### config.mk
export PLATFORM = sky130hd
export DESIGN_NAME = uart_host_tx
export DESIGN_NICKNAME = d
export VERILOG_FILES = /design/src/rtl/uart_host_tx_pkg.sv /design/src/rtl/uart_host_tx_fifo.sv /design/src/rtl/uart_host_tx.sv
export SDC_FILE = /design/constraint.sdc
export NUM_CORES = 1
export LEC_CHECK = 0
export ABC_AREA = 1
export CORE_MARGIN = 1
export CORE_UTILIZATION = 23
export DETAILED_ROUTE_END_ITERATION = 8
export SYNTH_ARGS = -nofsm -noshare
export SYNTH_HDL_FRONTEND = slang
export SYNTH_SLANG_ARGS = --single-unit
### constraint.sdc
create_clock -name clock -period 7.72 [get_ports clock]
set_clock_uncertainty 0.2 [all_clocks]
set_input_delay 1.544 -clock clock [delete_from_list [all_inputs] [get_ports clock]]
set_output_delay 1.544 -clock clock [all_outputs]
set_load 0.01 [all_outputs]
### src/rtl/uart_host_tx_pkg.sv
// Shared types and constants for the host-side UART transmitter (uart_host_tx).
// The PARITY state exists only when UART_HOST_TX_PARITY_EN is defined.
package uart_host_pkg;

    localparam int   DATA_BITS  = 8;
    localparam logic IDLE_LEVEL = 1'b1;

    typedef enum logic [2:0] {
        IDLE,
        START,
        DATA,
`ifdef UART_HOST_TX_PARITY_EN
        PARITY,
`endif
        STOP
    } state_t;

endpackage

### src/rtl/uart_host_tx_fifo.sv
// Byte FIFO for uart_host_tx: extra-MSB pointers, no read bypass, show-ahead head.
module uart_host_tx_fifo #(
    parameter int DEPTH = 8,
    parameter int W     = 8
) (
    input  logic                     clock,
    input  logic                     reset,
    input  logic                     push,
    input  logic                     pop,
    input  logic [W-1:0]             din,
    output logic [W-1:0]             dout,
    output logic                     full,
    output logic                     empty,
    output logic [$clog2(DEPTH):0]   count
);

    localparam int AW = $clog2(DEPTH);

    logic [AW:0]  wr_q;
    logic [AW:0]  rd_q;
    logic [W-1:0] mem [DEPTH];

    always_ff @(posedge clock or posedge reset) begin
        if (reset) begin
            wr_q <= '0;
            rd_q <= '0;
        end else begin
            if (push && !full)
                wr_q <= wr_q + {{AW{1'b0}}, 1'b1};
            if (pop && !empty)
                rd_q <= rd_q + {{AW{1'b0}}, 1'b1};
        end
    end

    // Storage needs no reset; pointers alone define validity.
    always_ff @(posedge clock) begin
        if (push && !full)
            mem[wr_q[AW-1:0]] <= din;
    end

    assign empty = (wr_q == rd_q);
    assign full  = (wr_q[AW] != rd_q[AW]) && (wr_q[AW-1:0] == rd_q[AW-1:0]);
    assign count = wr_q - rd_q;
    assign dout  = mem[rd_q[AW-1:0]];

endmodule

### src/rtl/uart_host_tx.sv
// Host-to-SoC UART transmitter: valid/ready byte input, FIFO, 8N1/8N2 framing.
// Define UART_HOST_TX_PARITY_EN to add a parity bit (io_parity_odd selects odd).
module uart_host_tx
    import uart_host_pkg::*;
#(
    parameter int DEPTH = 8,
    parameter int DIV_W = 16
) (
    input  logic                   clock,
    input  logic                   reset,
    input  logic [DIV_W-1:0]       io_div,
    input  logic                   io_nstop,
`ifdef UART_HOST_TX_PARITY_EN
    input  logic                   io_parity_odd,
`endif
    input  logic                   io_in_valid,
    output logic                   io_in_ready,
    input  logic [7:0]             io_in_bits,
    output logic                   io_txd,
    output logic                   io_busy,
    output logic [$clog2(DEPTH):0] io_count
);

    // Handshake: a byte transfers on any clock edge where io_in_valid && io_in_ready;
    // io_in_ready is !full from registered pointers, independent of io_in_valid.

    state_t                 state_q, state_d;
    logic [DATA_BITS-1:0]   shift_q, shift_d;
    logic [DIV_W-1:0]       div_q, div_d;
    logic [DIV_W-1:0]       cnt_q, cnt_d;
    logic [2:0]             bit_q, bit_d;
    logic                   nstop_q, nstop_d;
    logic                   parity_q, parity_d;
    logic                   pop, push, full, empty, tick;
    logic [7:0]             fifo_dout;

    assign push        = io_in_valid && io_in_ready;
    assign io_in_ready = !full;
    assign io_busy     = (state_q != IDLE) || !empty;
    assign tick        = (cnt_q == '0);

    uart_host_tx_fifo #(.DEPTH(DEPTH), .W(8)) u_fifo (
        .clock (clock),
        .reset (reset),
        .push  (push),
        .pop   (pop),
        .din   (io_in_bits),
        .dout  (fifo_dout),
        .full  (full),
        .empty (empty),
        .count (io_count)
    );

    always_ff @(posedge clock or posedge reset) begin
        if (reset) begin
            state_q  <= IDLE;
            shift_q  <= '0;
            div_q    <= '0;
            cnt_q    <= '0;
            bit_q    <= '0;
            nstop_q  <= 1'b0;
            parity_q <= 1'b0;
        end else begin
            state_q  <= state_d;
            shift_q  <= shift_d;
            div_q    <= div_d;
            cnt_q    <= cnt_d;
            bit_q    <= bit_d;
            nstop_q  <= nstop_d;
            parity_q <= parity_d;
        end
    end

    always_comb begin
        state_d  = state_q;
        shift_d  = shift_q;
        div_d    = div_q;
        nstop_d  = nstop_q;
        bit_d    = bit_q;
        parity_d = parity_q;
        pop      = 1'b0;
        io_txd   = IDLE_LEVEL;
        // Every bit boundary reloads the divisor latched at frame start.
        cnt_d    = tick ? div_q : cnt_q - {{(DIV_W-1){1'b0}}, 1'b1};

        unique case (state_q)
            IDLE: begin
                if (!empty) begin
                    pop     = 1'b1;
                    state_d = START;
                end
            end
            START: begin
                io_txd = 1'b0;
                if (tick)
                    state_d = DATA;
            end
            DATA: begin
                io_txd = shift_q[0];
                if (tick) begin
                    shift_d = {1'b0, shift_q[DATA_BITS-1:1]};
                    bit_d   = bit_q + 3'd1;
                    if (bit_q == 3'(DATA_BITS - 1)) begin
                        bit_d   = '0;
`ifdef UART_HOST_TX_PARITY_EN
                        state_d = PARITY;
`else
                        state_d = STOP;
`endif
                    end
                end
            end
`ifdef UART_HOST_TX_PARITY_EN
            PARITY: begin
                io_txd = parity_q;
                if (tick)
                    state_d = STOP;
            end
`endif
            STOP: begin
                io_txd = IDLE_LEVEL;
                if (tick) begin
                    if (bit_q[0] == nstop_q) begin
                        // Chain straight into the next frame when data is waiting.
                        if (!empty) begin
                            pop     = 1'b1;
                            state_d = START;
                        end else begin
                            state_d = IDLE;
                        end
                    end else begin
                        bit_d = bit_q + 3'd1;
                    end
                end
            end
            default: state_d = IDLE;
        endcase

        if (pop) begin
            shift_d = fifo_dout;
            div_d   = io_div;
            cnt_d   = io_div;
            nstop_d = io_nstop;
            bit_d   = '0;
`ifdef UART_HOST_TX_PARITY_EN
            parity_d = (^fifo_dout) ^ io_parity_odd;
`else
            parity_d = 1'b0;
`endif
        end
    end

endmodule
Word-level counts from Yosys, hierarchy flattened
Memory sizes are Yosys's and may differ from the RTL's. Cells that the tools add are included. Widths: inputs -> output; s select.

Bits in registers: 55. RAM bits: 64. Input port bits: 28. Output and inout bits: 7. Logic and storage cells: 73. Memories kept: 1.

Memory list: u_fifo.mem (depth 8, bits a word 8, read ports 1, clocked after Yosys merged registers in 0, write ports 1, line uart_host_tx_fifo.sv:21) `logic [W-1:0] mem [DEPTH];`.

Add/subtract/negate cells: 5. Equality and inequality tests: 17. Muxes and demuxes: 26. Reductions and logical operators: 16.

Operator list (count): $mux 3 (11); $mux 16 (2); $mux 8 (3); $logic_not 16->1 (1); $sub 16x1->16 const B (1); $ne 2x2->1 const B (6); $pmux 3 s4 (1); $ne 3x2->1 const B (3); $add 4x1->4 const B (2); $eq 3x2->1 const B (2); $mux 1 (6); $pmux 3 s2 (1); $reduce_and 6->1 (1); $reduce_bool 3->1 (2); $eq 4x4->1 (1); $logic_and 1x1->1 (4); $pmux 1 s2 (2); $reduce_and 4->1 (1); $reduce_bool 2->1 (2); $sub 4x4->4 (1); $add 3x1->3 const B (1); $eq 3x1->1 const B (1); $eq 3x3->1 (1); $eq 3x3->1 const B (1); other kinds (6) (7).

Logic depth before layout (Yosys ltp)
Depth after elaboration: 7. Gate-level depth with buffers: 13. Gate-level depth less buffers: 11.

Hierarchy
From an unflattened synthesis, not the netlist that was laid out.

Cells, all modules: 740. Area total of the unflattened synthesis: 6118.4 um2.

Modules (own cells, without submodules): uart_host_tx_fifo (times used 1, cells an instance 373, area an instance 3478.3 um2, sequential area each 2122.0 um2); uart_host_tx (times used 1, cells an instance 367, area an instance 2640.0 um2, sequential area each 1151.1 um2).

Least setup slack after synthesis
Ideal clock, no wire load.

Path type: register to output. Start point: reg u_fifo.rd_q[1]. End point: out io_count[3]. Data arrival time: 1541 ps. Required time: 5976 ps. Setup slack: 4435 ps. Cell stages (with the launch flop): 7. Buffers on the path: 1. Cells stage by stage: dfrtp_1 inv_1 clkbuf_1 ha_1 nand2_1 o21ai_0 xor2_1.

Word-level cells in the longest chain between the ends: 1.

Ends and longest elaborated chain: start, declared (line uart_host_tx_fifo.sv:20) `logic [AW:0] rd_q;`; start signal, assigned (line uart_host_tx_fifo.sv:31) `rd_q <= rd_q + {{AW{1'b0}}, 1'b1};`; $sub 4x4->4 (line uart_host_tx_fifo.sv:43) `assign count = wr_q - rd_q;`; end, declared (line uart_host_tx.sv:21) `output logic [$clog2(DEPTH):0] io_count`.

Every way passes these cells.

Final worst setup path
Start point: reg u_fifo.rd_q[1]. End point: out io_busy.

Word-level cells in the longest chain between the ends: 3.

Ends and longest elaborated chain: $eq 4x4->1 (line uart_host_tx_fifo.sv:41) `assign empty = (wr_q == rd_q);`; $logic_not 1->1 (line uart_host_tx.sv:39) `assign io_busy = (state_q != IDLE) || !empty;`; $logic_or 1x1->1 (line uart_host_tx.sv:39); end, declared (line uart_host_tx.sv:20) `output logic io_busy,`.

Every way passes these cells.

==> results.json <==
{
  "grt_setup_unrepaired": "false",
  "initial_antenna_violation_count": 0,
  "drt_wl_total_um": 12100,
  "powerDensity_mw_per_mm2": 410,
  "synth.yosys.warnings": 0,
  "dieArea_mm2": 0.0252,
  "synth.distinct_cells": 33,
  "synth.net_count": 631,
  "routed-via-count": 3987,
  "cts.hold.buffers_added": 0,
  "drv_cap": 0,
  "rr_startpoint": "u_fifo.rd_q[1]",
  "n_antenna_cell": 0,
  "cts_sinks": 118,
  "cts_buffer_depth": 2,
  "post_route_cells_drive_above_1_share_pct": 10.5,
  "clkTransAtPathRegs_ps": 60,
  "hold_ws_ps": 272,
  "seq_area_frac_synth_pct": 58.0,
  "route.detailed.drc": 0,
  "placement_row_count": 56,
  "finalMaxSlewViolations": 0,
  "hold_viol_final": 0,
  "setup_viol_count_final": 0,
  "grtUsageTotal_pct": 10.2,
  "max_freq_ghz": 0.207,
  "synthesis.area_per_instance_um2": 9.57,
  "most_frequent_standard_cell_in_the_layout_excluding_fill_and_tap_cells": "sky130_fd_sc_hd__nand2_1",
  "endpoint_required_time_on_the_critical_path_ps": 5980,
  "cts.htree.levels": 4,
  "route.detailed.wl_per_inst_um": 12.7,
  "synth_seq_cells": 118,
  "critical_path.endpoint_type": "output pin",
  "finalCoreUtilization_pct": 28.8,
  "grt_pass1_wl_um": 19400,
  "design.portCount": 35,
  "start_util_pct": 23.8,
  "tightestPinTransition_ps": 1000,
  "finalWorstSetupSlack_ps": 2900,
  "ir_worst_vdd_v": 0.000190,
  "drt-initial-drc-count": 275,
  "hold_path_class": "reg -> reg",
  "mapped_area_mm2": 0.00565,
  "postRouteAntennaNets": 0,
  "worstSetupStartpointType": "register",
  "clock_insertion_delay_at_the_later_pin_of_the_skew_report_ps": 410,
  "first_global_vias": 3829,
  "number_of_vias_per_cell_after_detailed_routing": 4.17,
  "synthesis.instances": 590,
  "die_h_um": 159,
  "tritoncts": "yes",
  "setup.worst_path.start": "u_fifo.rd_q[1]",
  "criticalPathCategory": "reg -> out",
  "preCtsSetupSlack_ps": 3300,
  "timing.final.crit_period_ps": 4820,
  "pin_count_of_the_biggest_net_entering_global_routing": 80,
  "core_mm2": 0.0238,
  "design.final.nets": 665,
  "slew_headroom_pct": 33.0,
  "globalplace.congestion": 0.835,
  "hold_path.startpoint": "div_q[5]",
  "run_status": "finished, final reports clean",
  "place_hpwl_um": 7790,
  "global_route_overflow": 0,
  "timing.critical_path.fanout_max": 20,
  "placement.io_buffers": 34,
  "cts_setup_buffers": 0,
  "flow.area_growth_from_synthesis_pct": 21.2,
  "timing.setup.tns_ps": 0,
  "clock_tree.root_cell": "sky130_fd_sc_hd__clkbuf_16",
  "die_w_um": 159,
  "post_cts.resized_instances": 0,
  "layout.cells.most_common_list": "sky130_fd_sc_hd__nand2_1, sky130_fd_sc_hd__o21ai_0, sky130_fd_sc_hd__nor2_1",
  "drt_pre_antenna_iters": 5,
  "post-route-period-util_pct": 62.4,
  "total_leakage_power_nw": 2.81,
  "cts_inserted_buffers": 17,
  "worst_ep_arrival_time_ps": 3080
}
[registers in the layout, summed over array words and instances (netlist names)]
| signal | flops |
|---|---|
| state_q | 2 |
| u_fifo.wr_q | 4 |
| nstop_q | 1 |
| cnt_q | 16 |
| div_q | 16 |
| u_fifo.rd_q | 4 |
| shift_q | 8 |
| u_fifo.mem | 64 |
| bit_q | 3 |
[logic make-up after synthesis]
| logic type | synth area share [%] |
|---|---|
| simple gates | 20.3 |
| flops | 58.0 |
| compound gates | 10.4 |
| buf+inv | 5.90 |
| xor+xnor | 2.17 |
| fa+ha+maj | 3.01 |
| mux | 0.177 |
[power by group]
group	total (mW)	switching [mW]	internal (mW)
clock	0.745	0.301	0.445
combinational	1.08	0.683	0.394
sequential	0.987	0.124	0.862
[worst max-delay path: stages (launching register included)]
cell	delay (ps)
sky130_fd_sc_hd__dfrtp_1	760
sky130_fd_sc_hd__inv_1	490
sky130_fd_sc_hd__ha_1	410
sky130_fd_sc_hd__nand2_1	50
sky130_fd_sc_hd__nor2_1	110
sky130_fd_sc_hd__nand2_1	130
sky130_fd_sc_hd__nor2_1	160
sky130_fd_sc_hd__inv_1	60
sky130_fd_sc_hd__clkdlybuf4s50_1	470
[per-stage QoR]
| stage | power (mW) | cells | cell area (um2) |
|---|---|---|---|
| 2_1_floorplan | 1.78 | 590 | 5650 |
| 3_3_place_gp | 2.06 | 924 | 6290 |
| 3_5_place_dp | 2.08 | 924 | 6290 |
| 4_1_cts | 2.84 | 956 | 6840 |
| 5_1_grt | 3.03 | 956 | 6840 |
| 6_report | 2.81 | 956 | 6840 |
[cell type report]
| cell class | count | area [um2] |
|---|---|---|
| inverters | 59 | 221 |
| multi-input cells | 392 | 2040 |
| fillers | 2471 | 16900 |
| well taps | 319 | 399 |
| repair buffers | 36 | 355 |
| flip-flops and latches | 118 | 3270 |
| clock buffers | 18 | 429 |
| clock inverters | 14 | 126 |
[final timing paths]
kind                            end  slack (ps)  cells past startpoint
setup / recovery            io_busy        2900                      8
hold / removal             div_q[5]         270                      2
setup reg to reg           div_q[9]        3850                     11
hold reg to reg            div_q[5]         270                      2
max in group asynchronous  cnt_q[8]        5410                      3
min in group asynchronous  bit_q[1]        1440                      3
[per-layer routing]
metal | vias to the layer above | global-route usage, % | wire (um)
li1 | 2028 | - | -
met1 | 1869 | 13.4 | 5920
met2 | 79 | 16.3 | 5640
met3 | 11 | 2.23 | 446
met4 | 0 | 3.71 | 96
met5 | - | 0 | 0
[cell usage after synthesis (all sizes together)]
cell type / n / area (um2)
a21oi: 6 / 30.0
a22oi: 2 / 15.0
and2: 1 / 6.26
buf: 7 / 58.8
clkbuf: 14 / 52.6
clkinv: 2 / 7.51
dfrtp: 54 / 1350
edfxtp: 64 / 1920
fa: 1 / 20.0
ha: 12 / 150
inv: 57 / 214
mux2i: 1 / 10.0
nand2: 131 / 502
nand3: 45 / 278
nand4: 2 / 12.5
nor2: 73 / 299
o21ai: 80 / 442
o21bai: 1 / 7.51
o22ai: 14 / 87.6
o31ai: 1 / 7.51
or2: 8 / 50.1
xnor2: 6 / 52.6
xor2: 8 / 70.1
Power figures use the tool's default switching activity.
==> patch: new RTL, config.mk and constraints unchanged <==
Add a define of `UART_HOST_TX_PARITY_EN`.
--- a/src/rtl/uart_host_tx_pkg.sv
+++ b/src/rtl/uart_host_tx_pkg.sv
@@ -1,4 +1,6 @@
 // Shared types and constants for the host-side UART transmitter (uart_host_tx).
 // The PARITY state exists only when UART_HOST_TX_PARITY_EN is defined.
+`define UART_HOST_TX_PARITY_EN
+
 package uart_host_pkg;
 
Interface: changed (added io_parity_odd); port bits go from 35 to 36. The function was not compared with the original's and may differ.
==> patch against the unedited design <==
Cell area is 3.5% higher. Clock power is 1% higher. Register-to-register slack worse by 0.10 ns. Wire length is 5.2% higher. Largest cell class unchanged. Via count is 9.5% higher. Worst setup slack worse by 0.038 ns. First-iteration DRC count is 11% higher. Sequential cell count is 2 higher. Area after synthesis is 4.2% higher. Power is 5.1% higher. Die area is 4.2% higher.
==> patch: results (changes against the unedited design) <==
* Net count after synthesis at 706 (was 631)
* Worst path arrival time at 3.12 ns (was 3.08 ns)
* Placed Cells at 1014 (was 924)
* FILL cells at 2675 (was 2471)
* Placed wire-length estimate at 8427 um (was 7795 um)
* WL final at 12730 um (was 12100 um)
* Mux contribution to synthesized area at 0 (was 0.001773)
* Yosys cell types at 35 (was 33)
* Post-synthesis compound-gate area fraction at 0.07378 (was 0.1044)
* Yosys Warn Count at 0 (unchanged)
* Via/cell ratio at 4.180 (was 4.171)
* Max IR drop VDD at 141.3 uV (was 189.8 uV)
* 1st-pass router iterations at 6 (was 5)
* Status: completed (unchanged)
* Xor/xnor share of the synthesized area at 0.02679 (was 0.02172)
* CTS H-Tree Depth at 4 (unchanged)
* GPL Wtd Cong at 0.7976 (was 0.8345)
* Initial DRC Count at 304 (was 275)
* Nets@finish at 741 (was 665)
* Clock Path Buffers at 2 (unchanged)
* Synth top area cells: edfxtp_1, dfrtp_1, nand2_1 (unchanged)
* Clock Latency Late Sink at 0.42 ns
* Max reg flops at 64 (unchanged)
* CTS clk-pin slew, worst paths at 0.06 ns (about the same)
* Leak Pwr at 3.148 nW (was 2.809 nW)
* Fin Setup TNS at 0 ns (unchanged)
* Root Buffer: clkbuf_16 (unchanged)
* Synth cell count leaders: nand2_1, inv_1, edfxtp_1 (was nand2_1, o21ai_0, nor2_1)
* GRT Util Overall at 0.1035 (was 0.1016)
* Main combinational cell family by area after synthesis: simple AND/OR/NAND/NOR gates (unchanged)
* Syn Area/Cell at 8.809 um^2 (was 9.568 um^2)
* Placed cell area at 6525 um^2 (was 6289 um^2)
* Slew HR at 0.2827 (was 0.3304)
* N_diodes at 0 (unchanged)
* Hold Crit Class: reg -> reg (unchanged)
* Post-synthesis sequential area ratio at 0.5647 (was 0.5798)
* Input/output buffers at 35 (was 34)
* Post-CTS Setup Bufs at 0 (unchanged)
* Largest net degree at the start of global routing at 57 (was 80)
* Share of layout cells above drive strength 1 at 0.07003 (was 0.1052)
* Post-synth ARST share at 0.4667 (was 0.4576)
* Vias in the first global route at 4158 (was 3829)
* First-pass GRT wire length at 20840 um (was 19400 um)
* Via count at 4364 (was 3987)
* Initial antenna violation count at 0 (unchanged)
* Crit-path max FO at 23 (was 20)
* Post-synthesis adder-cell area fraction at 0.02041 (was 0.03014)
* Psw at 1.186 mW (was 1.108 mW)
* Post-synth EDFFs at 64 (unchanged)
* CTS Buf Count at 17 (unchanged)
* # hold bufs at CTS at 0 (unchanged)
==> patch: routing by layer <==
layer,vias up,wire [um],GRT usage,share of wire
met5,-,0,0,0
met4,0,192,0.04031,0.015
met3,19,499,0.02605,0.039
met2,91,5639,0.1592,0.44
met1,2035,6393,0.1388,0.50
li1,2219,-,-,-
==> patch: cells by family (layout without fill, tap and decap cells) <==
logic type      count (synthesis)  after routing
compound gates                 79             79
buf+inv                       100            146
fa+ha+maj                       9              9
simple gates                  342            342
xor+xnor                       18             18
flops                         120            120
==> patch: area by class of cell <==
class,count,area [um^2],area share
Sequential cell,120,3323,0.4692
Multi-Input combinational cell,448,2125,0.2999
Clock buffer,17,425.4,0.06006
Tap cell,330,412.9,0.05829
Timing Repair Buffer,37,365.4,0.05158
Inverter,79,299.0,0.04222
Clock inverter,13,132.6,0.01872
==> patch: power by group through the flow <==
stage,Combinational (mW),Clock (mW),Sequential [mW]
global placement,1.17,0,1.02
detailed placement,1.19,0,1.02
finish,1.18,0.754,1.02
CTS,1.19,0.766,1.02
global route,1.37,0.795,1.04
floorplan,0.935,0,0.972
==> patch: stage by stage <==
| stage | hold WS [ns] | utilization | power, mW | worst slack [ns] |
|---|---|---|---|---|
| floorplan | 0.2367 | - | 1.908 | 4.418 |
| global placement | 0.2505 | 0.2599 | 2.191 | 3.338 |
| detailed placement | 0.2550 | 0.2599 | 2.216 | 3.302 |
| CTS | 0.2680 | 0.2821 | 2.980 | 2.834 |
| global route | 0.2843 | 0.2821 | 3.206 | 2.568 |
| finish | 0.2686 | 0.2821 | 2.953 | 2.861 |
==> patch: final timing paths <==
check                               start             end  slack, ns  cells after the start
max in group asynchronous           reset        div_q[3]       5.36                      3
min in group asynchronous           reset  u_fifo.wr_q[0]       1.44                      3
setup / recovery           u_fifo.rd_q[2]         io_busy       2.86                      8
setup reg to reg           u_fifo.rd_q[2]        cnt_q[7]       3.75                     12
hold / removal                   div_q[8]        div_q[8]       0.27                      2
hold reg to reg                  div_q[8]        div_q[8]       0.27                      2
==> patch: critical path, stage by stage (launching register included) <==
cell and delay [ns]:
dfrtp_1 0.75, inv_1 0.40, ha_1 0.45, inv_1 0.07, nor3_1 0.19, nand2_1 0.18
inv_2 0.09, nand2_1 0.08, clkdlybuf4s50_1 0.49
